**src/rtl/next_symbol_unpacker.sv**
```systemverilog
// rtl/next_symbol_unpacker.sv - splits FIFO words into symbols for the Huffman dictionary
//
// Pops WORD_W-bit words from the input FIFO (one-cycle read latency), presents
// the WORD_W/SYM_W symbols of each word one at a time, paced by dict_ready.
// Signals sticky end-of-stream once the FIFO is empty and eof is set, and
// keeps a saturating count of emitted symbols.
//
// Ports:
//   clk        in   system clock, rising edge
//   n_rst      in   synchronous active-low reset
//   data       in   FIFO read data, valid the cycle after r_en
//   empty      in   FIFO empty flag
//   eof        in   source finished, no further words will be written
//   dict_ready in   dictionary accepts a symbol this cycle
//   r_en       out  FIFO read strobe, one pulse per word
//   char       out  current symbol, registered
//   c_en       out  symbol valid strobe, one pulse per symbol
//   done       out  end of stream, sticky until reset
//   sym_count  out  symbols emitted since reset, saturating

module next_symbol_unpacker #(
  parameter int WORD_W    = 32,
  parameter int SYM_W     = 8,
  parameter bit MSB_FIRST = 1'b1,
  parameter int CNT_W     = 16
) (
  input  logic              clk,
  input  logic              n_rst,
  input  logic [WORD_W-1:0] data,
  input  logic              empty,
  input  logic              eof,
  input  logic              dict_ready,
  output logic              r_en,
  output logic [SYM_W-1:0]  char,
  output logic              c_en,
  output logic              done,
  output logic [CNT_W-1:0]  sym_count
);

  localparam int N     = WORD_W / SYM_W;
  localparam int IDX_W = (N > 1) ? $clog2(N) : 1;
  localparam logic [IDX_W-1:0] LAST_IDX = IDX_W'(N - 1);

  typedef enum logic [2:0] {
    S_IDLE,
    S_READ,
    S_LOAD,
    S_EMIT,
    S_DONE
  } state_t;

  state_t            state;
  state_t            state_nxt;
  logic [WORD_W-1:0] word;
  logic [IDX_W-1:0]  idx;
  logic [SYM_W-1:0]  sym_sel;
  logic              emit;

  always_ff @(posedge clk) begin
    if (!n_rst) begin
      state <= S_IDLE;
    end else begin
      state <= state_nxt;
    end
  end

  // Next state plus the state-decoded strobes. r_en and done come straight
  // from the state so they can never outlive READ/DONE by a cycle.
  always_comb begin
    state_nxt = state;
    r_en      = 1'b0;
    done      = 1'b0;
    emit      = 1'b0;
    case (state)
      S_IDLE: begin
        // A pending word wins over eof so nothing queued is ever dropped.
        if (!empty) begin
          state_nxt = S_READ;
        end else if (eof) begin
          state_nxt = S_DONE;
        end
      end
      S_READ: begin
        r_en      = 1'b1;
        state_nxt = S_LOAD;
      end
      S_LOAD: begin
        state_nxt = S_EMIT;
      end
      S_EMIT: begin
        if (dict_ready) begin
          emit = 1'b1;
          if (idx == LAST_IDX) begin
            // Skip IDLE when another word is waiting: N symbols per N+2 cycles.
            state_nxt = empty ? S_IDLE : S_READ;
          end
        end
      end
      S_DONE: begin
        done = 1'b1;
      end
      default: begin
        state_nxt = S_IDLE;
      end
    endcase
  end

  // Symbol picked by the current index; ordering within the word set by MSB_FIRST.
  always_comb begin
    sym_sel = '0;
    for (int i = 0; i < N; i++) begin
      if (idx == IDX_W'(i)) begin
        if (MSB_FIRST) begin
          sym_sel = word[WORD_W-1-i*SYM_W -: SYM_W];
        end else begin
          sym_sel = word[i*SYM_W +: SYM_W];
        end
      end
    end
  end

  always_ff @(posedge clk) begin
    if (!n_rst) begin
      word      <= '0;
      idx       <= '0;
      char      <= '0;
      c_en      <= 1'b0;
      sym_count <= '0;
    end else begin
      c_en <= emit;
      // data is the FIFO output for the read issued in READ.
      if (state == S_LOAD) begin
        word <= data;
        idx  <= '0;
      end
      if (emit) begin
        char <= sym_sel;
        if (sym_count != {CNT_W{1'b1}}) begin
          sym_count <= sym_count + CNT_W'(1);
        end
        if (idx != LAST_IDX) begin
          idx <= idx + IDX_W'(1);
        end
      end
    end
  end

endmodule

```
**config.mk**
```make
export PLATFORM = sky130hd
export DESIGN_NAME = next_symbol_unpacker
export DESIGN_NICKNAME = d
export VERILOG_FILES = /design/src/rtl/next_symbol_unpacker.sv
export SDC_FILE = /design/constraint.sdc
export NUM_CORES = 1
export LEC_CHECK = 0
export ABC_CLOCK_PERIOD_IN_PS = 2150
export CAP_MARGIN = 20
export CELL_PAD_IN_SITES_DETAIL_PLACEMENT = 2
export CELL_PAD_IN_SITES_GLOBAL_PLACEMENT = 2
export CORE_ASPECT_RATIO = 0.6
export CORE_UTILIZATION = 28
export DETAILED_ROUTE_END_ITERATION = 10
export GPL_TIMING_DRIVEN = 0
export PLACE_DENSITY = 0.82
export SETUP_SLACK_MARGIN = 0.02
export SYNTH_ARGS = -nofsm -noshare
export SYNTH_HDL_FRONTEND = slang
export SYNTH_SLANG_ARGS = --single-unit
```
**constraint.sdc**
```tcl
create_clock -name clk -period 2.15 [get_ports clk]
set_clock_uncertainty 0.05 [all_clocks]
set_input_delay 0.43 -clock clk [delete_from_list [all_inputs] [get_ports clk]]
set_output_delay 0.43 -clock clk [all_outputs]
set_load 0.1 [all_outputs]
```
# Word level (Yosys, flattened, before mapping)
# Index checks and enable logic that the tools add are counted.
# classes
add_sub_neg	2
multipliers	0
div_mod_pow	0
n_lt_le_gt_ge	0
n_eq_ne	12
n_shift	0
n_mux	17
bitwise_logic	1
n_reduce_logical	4
# ops
operator	count
8-bit two-way mux	4
16-bit by 1-bit adder with 16-bit output, second input constant	1
16-bit != test, second input constant	1
3-bit case mux with 5 select lines	1
3-bit two-way mux	4
3-bit by 2-bit equality test with 1-bit output, second input constant	2
2-bit two-way mux	3
2-bit != test, second input constant	3
1-bit two-way mux	5
2-bit equality test, second input constant	2
4-bit AND reduction	1
3-bit by 1-bit equality test with 1-bit output, second input constant	1
3-bit equality test, second input constant	1
3-bit zero test	1
3-bit != test, second input constant	1
2-bit by 1-bit adder with 2-bit output, second input constant	1
2-bit by 1-bit equality test with 1-bit output, second input constant	1
2-bit zero test	1
2-bit AND reduction	1
1-bit inverter	1
# totals
regBits	62
latch_bits	0
ram_bits	0
rom_bits	0
in_bits	37
output_inout_bits	27
wordCells	42
n_memories	0

# Depth between registers and ports, before layout
# Gate-level depths: netlist of run 1.
# logic_depth
depth_word	5
mapped_depth	8
mapped_depth_nobuf	6

# Worst setup path before layout of run 1
# No wires, ideal clock.
# synth_timing
kind	reg2out
startpoint	register state[0]
endpoint	output r_en
arrival_time_ns	2.667
required_time_ns	1.670
slack_ns	-0.997
stages_incl_launch_ff	3
cell_sequence	dfxtp_1 > buf_2 > nor3b_1
# synth_via
elab_chain_cells	2
# synth_rtl
element	line_no	text
start: declaration	52	state_t state;
start signal: assignment	63	state <= state_nxt;
3-bit by 1-bit equality test with 1-bit output	74	case (state)
1-bit two-way mux	74	
end: declaration	33	output logic r_en,
# Every way passes these cells.

# Worst setup path after layout of run 1
# layout_timing
startpoint	register sym_count[7]
endpoint	output sym_count[7]
# layout_rtl
element	line_no	text
start: declaration	37	output logic [CNT_W-1:0] sym_count
start signal: assignment	139	sym_count <= sym_count + CNT_W'(1);
# No word-level cell between the ends.

==> metrics, run 1 <==
final hold violations=0; ys async rst share=0; Critical Path Start Type=flip-flop; final number of setup-violating endpoints=0; largest net degree at the start of global routing=11; CP max-delay cell=dlygate4sd2_1; post-synthesis register bit count=62; Worst Setup End Kind=primary output; Max clock buf depth=2; Die Y-Extent=78.7 um; num ports=64; RePlAce Congestion=0.887; Net Switching=791 uW; Synth area leader=dfxtp_1; Max Slew Vio Count=0; dpl hpwl=7530 um; ys flop type=dfxtp_1; final worst-path cycle share=0.973; post-layout util=0.419; crit path kind=reg -> out; crit path max fanout=5; DRC Markers=0; post-route ant nets=0; Sw Share=0.249; Setup WS pre-CTS=-0.391 ns; Synth Instances=347; Inserted Diodes=0; VDD IR-drop max=371 uV; Hold Path Depth=2; initial antenna violation count=0; Syn Nets=389; Avg Inst Size Synth=7.91 um2; Layout Area Growth over Synthesis=43.0%; R2R cell count=7; Post-synth EDFFs=0; DR vias=2815; Pwr per Cell Area=811 nW/um2; global-route wire length before repair=16400 um; worst r2r src=sym_count[0]; Crit path buffers/inverters=1; IO Port Bufs=62; CTS Buf Count=9; CTS hold repair buffers=0; vias in the first global route=2958; initial core utilization=0.293; All-Layer GR Usage=0.220; combinational share of power=0.116; DR vias/cell=5.05; sinks on the clock net=62; hold path start=word[0]; Core Footprint=9360 um2; Max-slew headroom=0.344; register area share after synthesis=0.452; share of post-route cells with drive strength above 1=0.129; Final min period=2.09 ns; Hold Path Class=reg -> reg; worst-skew pair later-pin latency=0.34 ns; CP cell instances=dlygate4sd2_1; DIE AREA=10200 um2; PnR worst setup slack=0.0584 ns; Post-Route Setup TNS=0 ns; Worst-Margin Slew=0.987 ns; crit-path leading delay family=buffers and inverters; slack of the worst reg-to-reg path=0.12 ns; # nets final=464; Synth top area share=0.452; Max Cap Viol=0; Reg power frac=0.387; Yosys Warn Count=0; grt ovf=0; Std-Cell Rows=27; Critical R2R Capture=sym_count[1]; WP data arrival=1.61 ns; first-pass iteration count of the detailed router=4; DRT Wirelength=10500 um; Leak=0.00145 uW; library cells used by synthesis=39; Mapped Area=2750 um2; RSZ-0062 raised after global routing=false; hold worst-path end=word[0]; CTS tree=yes; data required time of the worst path=1.67 ns; status=completed; most common cell in the netlist=nand2_1; CTS root buf=clkbuf_16; highest clock rate=478 MHz; DRT iter0 DRCs=151; cells taking the most area after synthesis=dfxtp_1, nand2_1, a21oi_1; Clock power frac=0.497; clock slew at reported path FFs=0.06 ns; top cells by count, synth=nand2_1, dfxtp_1, a21oi_1; Slowest Stage Delay on Critical Path=0.89 ns; chip width=130 um; H-tree depth=3; WL/cell=18.9 um; Int Pwr=2390 uW
[worst min-delay path: cells and delay by family (launching register included)]
kind	cells	cell delay, ns
compound gates	1	0.05
flops	1	0.31
simple gates	1	0.05
[cells in the final DEF, fill, tap and decap left out, types with 3 or more instances in the layout]
cell              n
nand3b_1          8
dfxtp_1          46
nand3_1           4
a311oi_1          7
a21oi_1          60
or3_1             8
nand2b_1          3
mux2i_1           5
ha_1              5
clkbuf_8          3
dlygate4sd2_1    25
nor2_1            7
inv_1             8
nor2b_1           8
clkbuf_16        10
clkdlybuf4s50_1  34
or4_1             4
clkbuf_1         18
nand4_1           4
clkbuf_2          3
buf_2             4
nand2_1          86
buf_4             5
o21ai_0          13
dfxtp_2          14
nor4_1            4
[layer usage]
layer  vias to the layer above  wire, um  track usage
met5                         -         0            0
met4                         0       112       0.0674
met3                        10       397       0.0553
met2                        54      4670        0.346
met1                      1382      5340        0.296
li1                       1369         -            -
[sequential cells by signal, summed over array words and instances, names as in the netlist]
| name | cells |
|---|---|
| c_en | 1 |
| char | 8 |
| idx | 2 |
| state | 3 |
| sym_count | 16 |
| word | 32 |
[kinds of logic (layout without fill, tap and decap cells)]
kind of cell	after synthesis	in the layout	synth area share
simple gates	150	150	0.269
flops	62	62	0.452
fa+ha+maj	5	5	0.0228
mux	5	5	0.0182
compound gates	91	91	0.186
buf+inv	33	113	0.0488
xor+xnor	1	1	0.00319
[worst max-delay path by stage]
| stage | cells after the start | from | slack (ns) | to |
|---|---|---|---|---|
| 2_1_floorplan | 2 | state[0] | 0.005 | r_en |
| 3_3_place_gp | 8 | dict_ready | -0.29 | sym_count[1] |
| 3_5_place_dp | 8 | dict_ready | -0.39 | sym_count[1] |
| 4_1_cts | 8 | dict_ready | 0.03 | sym_count[7] |
| 5_1_grt | 7 | sym_count[1] | 0.01 | sym_count[1] |
| 6_report | 1 | sym_count[7] | 0.06 | sym_count[7] |
[timing repair]
item / 4_1_cts / 5_1_grt
pin swaps: 0 / 1
hold endpoints to repair: 0 / 0
endpoints found under the setup margin: 68 / 20
cloned: 0 / 0
gates resized for setup: 39 / 11
setup buffers: 1 / 1
[metrics by stage]
step	cells	hold slack, ns	total power [uW]	cell area (um2)
after global placement	539	0.393	1600	3560
after CTS	556	0.408	3210	3890
after detailed placement	539	0.400	1620	3560
final	557	0.408	3180	3930
after floorplan	347	0.386	1460	2780
after global routing	557	0.433	3290	3930
[layout make-up]
type | count | area, um2
Timing Repair Buffer | 64 | 597
Buffer | 25 | 111
Sequential cell | 62 | 1270
Fill cell | 1057 | 5430
Clock buffer | 14 | 295
Clock inverter | 2 | 35.0
Multi-Input combinational cell | 252 | 1430
Tap cell | 130 | 163
Inverter | 8 | 30.0
[power groups by stage]
stage / logic (uW) / clock network (uW) / registers, uW
after floorplan: 181 / 0 / 1280
after global placement: 349 / 0 / 1250
after detailed placement: 364 / 0 / 1250
after CTS: 368 / 1610 / 1230
after global routing: 400 / 1660 / 1230
final: 368 / 1580 / 1230
Power figures use the tool's default switching activity.
==> inputs of run 2 (changes only) <==
--- a/config.mk
+++ b/config.mk
@@ -10,10 +10,11 @@
 export CELL_PAD_IN_SITES_DETAIL_PLACEMENT = 2
 export CELL_PAD_IN_SITES_GLOBAL_PLACEMENT = 2
 export CORE_ASPECT_RATIO = 0.6
-export CORE_UTILIZATION = 28
+export CORE_UTILIZATION = 30
 export DETAILED_ROUTE_END_ITERATION = 10
+export DONT_BUFFER_PORTS = 1
 export GPL_TIMING_DRIVEN = 0
-export PLACE_DENSITY = 0.82
+export PLACE_DENSITY = 0.71
 export SETUP_SLACK_MARGIN = 0.02
 export SYNTH_ARGS = -nofsm -noshare
 export SYNTH_HDL_FRONTEND = slang
==> metrics, run 2 (same netlist as run 1, synthesis figures left out) <==
CTS tree=yes; WP data arrival=2.28 ns (+0.67 ns); WL/cell=19.8 um (+4.8%); initial core utilization=0.316 (+0.0227); max FFs per register=32 (unchanged); Hold Path Class=in -> reg; PnR worst setup slack=0.0191 ns (-0.0394 ns); status=finished with violations; CTS Buf Count=9 (unchanged); All-Layer GR Usage=0.210 (-0.0103); Max clock buf depth=2 (unchanged); Max Slew Vio Count=0 (unchanged); sinks on the clock net=62 (unchanged); final hold violations=0 (unchanged); slack of the worst reg-to-reg path=0.02 ns (-0.10 ns); R2R cell count=7 (unchanged); Inserted Diodes=0 (unchanged); RSZ-0062 raised after global routing=true; Critical Path Start Type=flip-flop; Std-Cell Rows=26 (-3.7%); clock slew at reported path FFs=0.05 ns (about the same); Stages on worst setup path=7 (+6); CP max-delay cell=dfxtp_4; DRT iter0 DRCs=118 (-22%); grt ovf=0 (unchanged); num ports=64 (unchanged); Fillers=966 (-8.6%); Pwr per Cell Area=857 nW/um2 (+5.8%); final worst-path cycle share=0.991 (+0.0183); crit path to=sym_count[1]; most frequent cells in the layout=nand2_1, a21oi_1, dfxtp_1; crit path max fanout=5 (unchanged); Design Area, Final=3360 um2 (-14%); vias in the first global route=2761 (-6.7%); CTS root buf=clkbuf_16; first-pass iteration count of the detailed router=7 (+3); IO Port Bufs=0 (-100%); Layout Area Growth over Synthesis=22.3%; Worst Setup End Kind=flip-flop; Worst-Margin Slew=1.06 ns (+0.0770 ns); worst-skew pair later-pin latency=0.33 ns (about the same); met3 WL post-DR=540 um (+36%); Crit path buffers/inverters=2 (+1); chip width=125 um (-3.3%); CP cell instances=ha_4 -> nand4_1 -> o41ai_2 -> buf_4 -> buf_8 -> mux2i_1 -> nor2_1; dpl hpwl=6720 um (-11%); global-route wire length before repair=15300 um (-7.0%); largest net degree at the start of global routing=11 (unchanged); Die Y-Extent=76.1 um (-3.3%); Max Cap Viol=0 (unchanged); Slowest Stage Delay on Critical Path=0.57 ns (-0.32 ns); Leak=0.00109 uW (-25%); top flop regs=word x32, sym_count x16, char x8; Setup WS pre-CTS=-0.413 ns (-0.0220 ns); Max-slew headroom=0.290 (-0.0547); crit path from=sym_count[1]; crit path kind=reg -> reg; VDD IR-drop max=341 uV (-8.1%); Biggest register=word; DIE AREA=9550 um2 (-6.5%); Post-Route Setup TNS=0 ns (unchanged); DR vias/cell=5.36 (+6.1%); DR vias=2569 (-8.7%); data required time of the worst path=2.30 ns (+0.63 ns); CTS hold repair buffers=0 (unchanged); # nets final=404 (-13%); initial antenna violation count=0 (unchanged); Critical R2R Capture=sym_count[1]; share of post-route cells with drive strength above 1=0.136 (+0.00743); DRT Wirelength=9480 um (-9.9%); crit-path leading delay family=flip-flops; DR top layer=met4; worst r2r src=sym_count[1]; RePlAce Congestion=0.841 (-5.2%); post-route ant nets=0 (unchanged); final number of setup-violating endpoints=0 (unchanged); Core Footprint=8690 um2 (-7.2%); highest clock rate=469 MHz (-1.8%); placed cell area=2920 um2 (-18%); met2 routed WL=4020 um (-14%); failing checks=design-rule violations; Final min period=2.13 ns (+0.0394 ns); H-tree depth=3 (unchanged); Met1 Wirelength=4850 um (-9.2%); commonest non-fill, non-tap cell in the layout=nand2_1; DRC Markers=1 (+1)
[run 2: what timing repair did]
action / 4_1_cts / 5_1_grt
cloned: 0 / 1
pin swaps: 2 / 3
setup endpoints to repair: 32 / 47
buffers inserted: 3 / 2
gates resized for setup: 21 / 12
[run 2: final cells by class]
class                   count  area, um2  share of cell area
clock buffers              16        282              0.0838
inverters                   8       30.0             0.00894
multi-input cells         252       1420               0.421
well taps                 112        140              0.0417
repair buffers              6       78.8              0.0235
plain buffers              23        108              0.0320
flip-flops and latches     62       1310               0.389
[run 2: through the flow]
stage	hold WS, ns	std cells	utilization	power (uW)
after detailed placement	0.403	459	0.336	1530
after global placement	0.400	459	0.336	1520
after CTS	0.177	477	0.378	2920
after floorplan	0.386	347	-	1460
final	0.183	479	0.387	2880
after global routing	0.191	479	0.387	2990
[run 2: power by group]
part	total, uW	internal [uW]	switching [uW]
Clock	1360	876	488
Combinational	252	84.1	168
Sequential	1260	1180	81.3
[run 2: worst min-delay path by stage]
stage              from  endpoint  slack (ns)  depth (start not counted)
2_1_floorplan  word[24]  word[24]        0.39                          2
3_3_place_gp    word[5]   word[5]        0.40                          2
3_5_place_dp   word[14]  word[14]        0.40                          2
4_1_cts        data[28]  word[28]        0.18                          2
5_1_grt        data[13]  word[13]        0.19                          2
6_report       data[13]  word[13]        0.18                          2
[run 2: routing by layer]
metal / GRT usage / vias to the layer above
met1: 0.290 / 1265
met4: 0.0598 / 0
li1: - / 1243
met2: 0.300 / 54
met3: 0.0801 / 7
met5: 0 / -
==> inputs of run 3 (changes only) <==
--- a/config.mk
+++ b/config.mk
@@ -16,6 +16,7 @@
 export GPL_TIMING_DRIVEN = 0
 export PLACE_DENSITY = 0.71
 export SETUP_SLACK_MARGIN = 0.02
+export SLEW_MARGIN = 20
 export SYNTH_ARGS = -nofsm -noshare
 export SYNTH_HDL_FRONTEND = slang
 export SYNTH_SLANG_ARGS = --single-unit
==> results of run 3 <==
The final DEF is identical to that of run 2; final timing and power are the same.
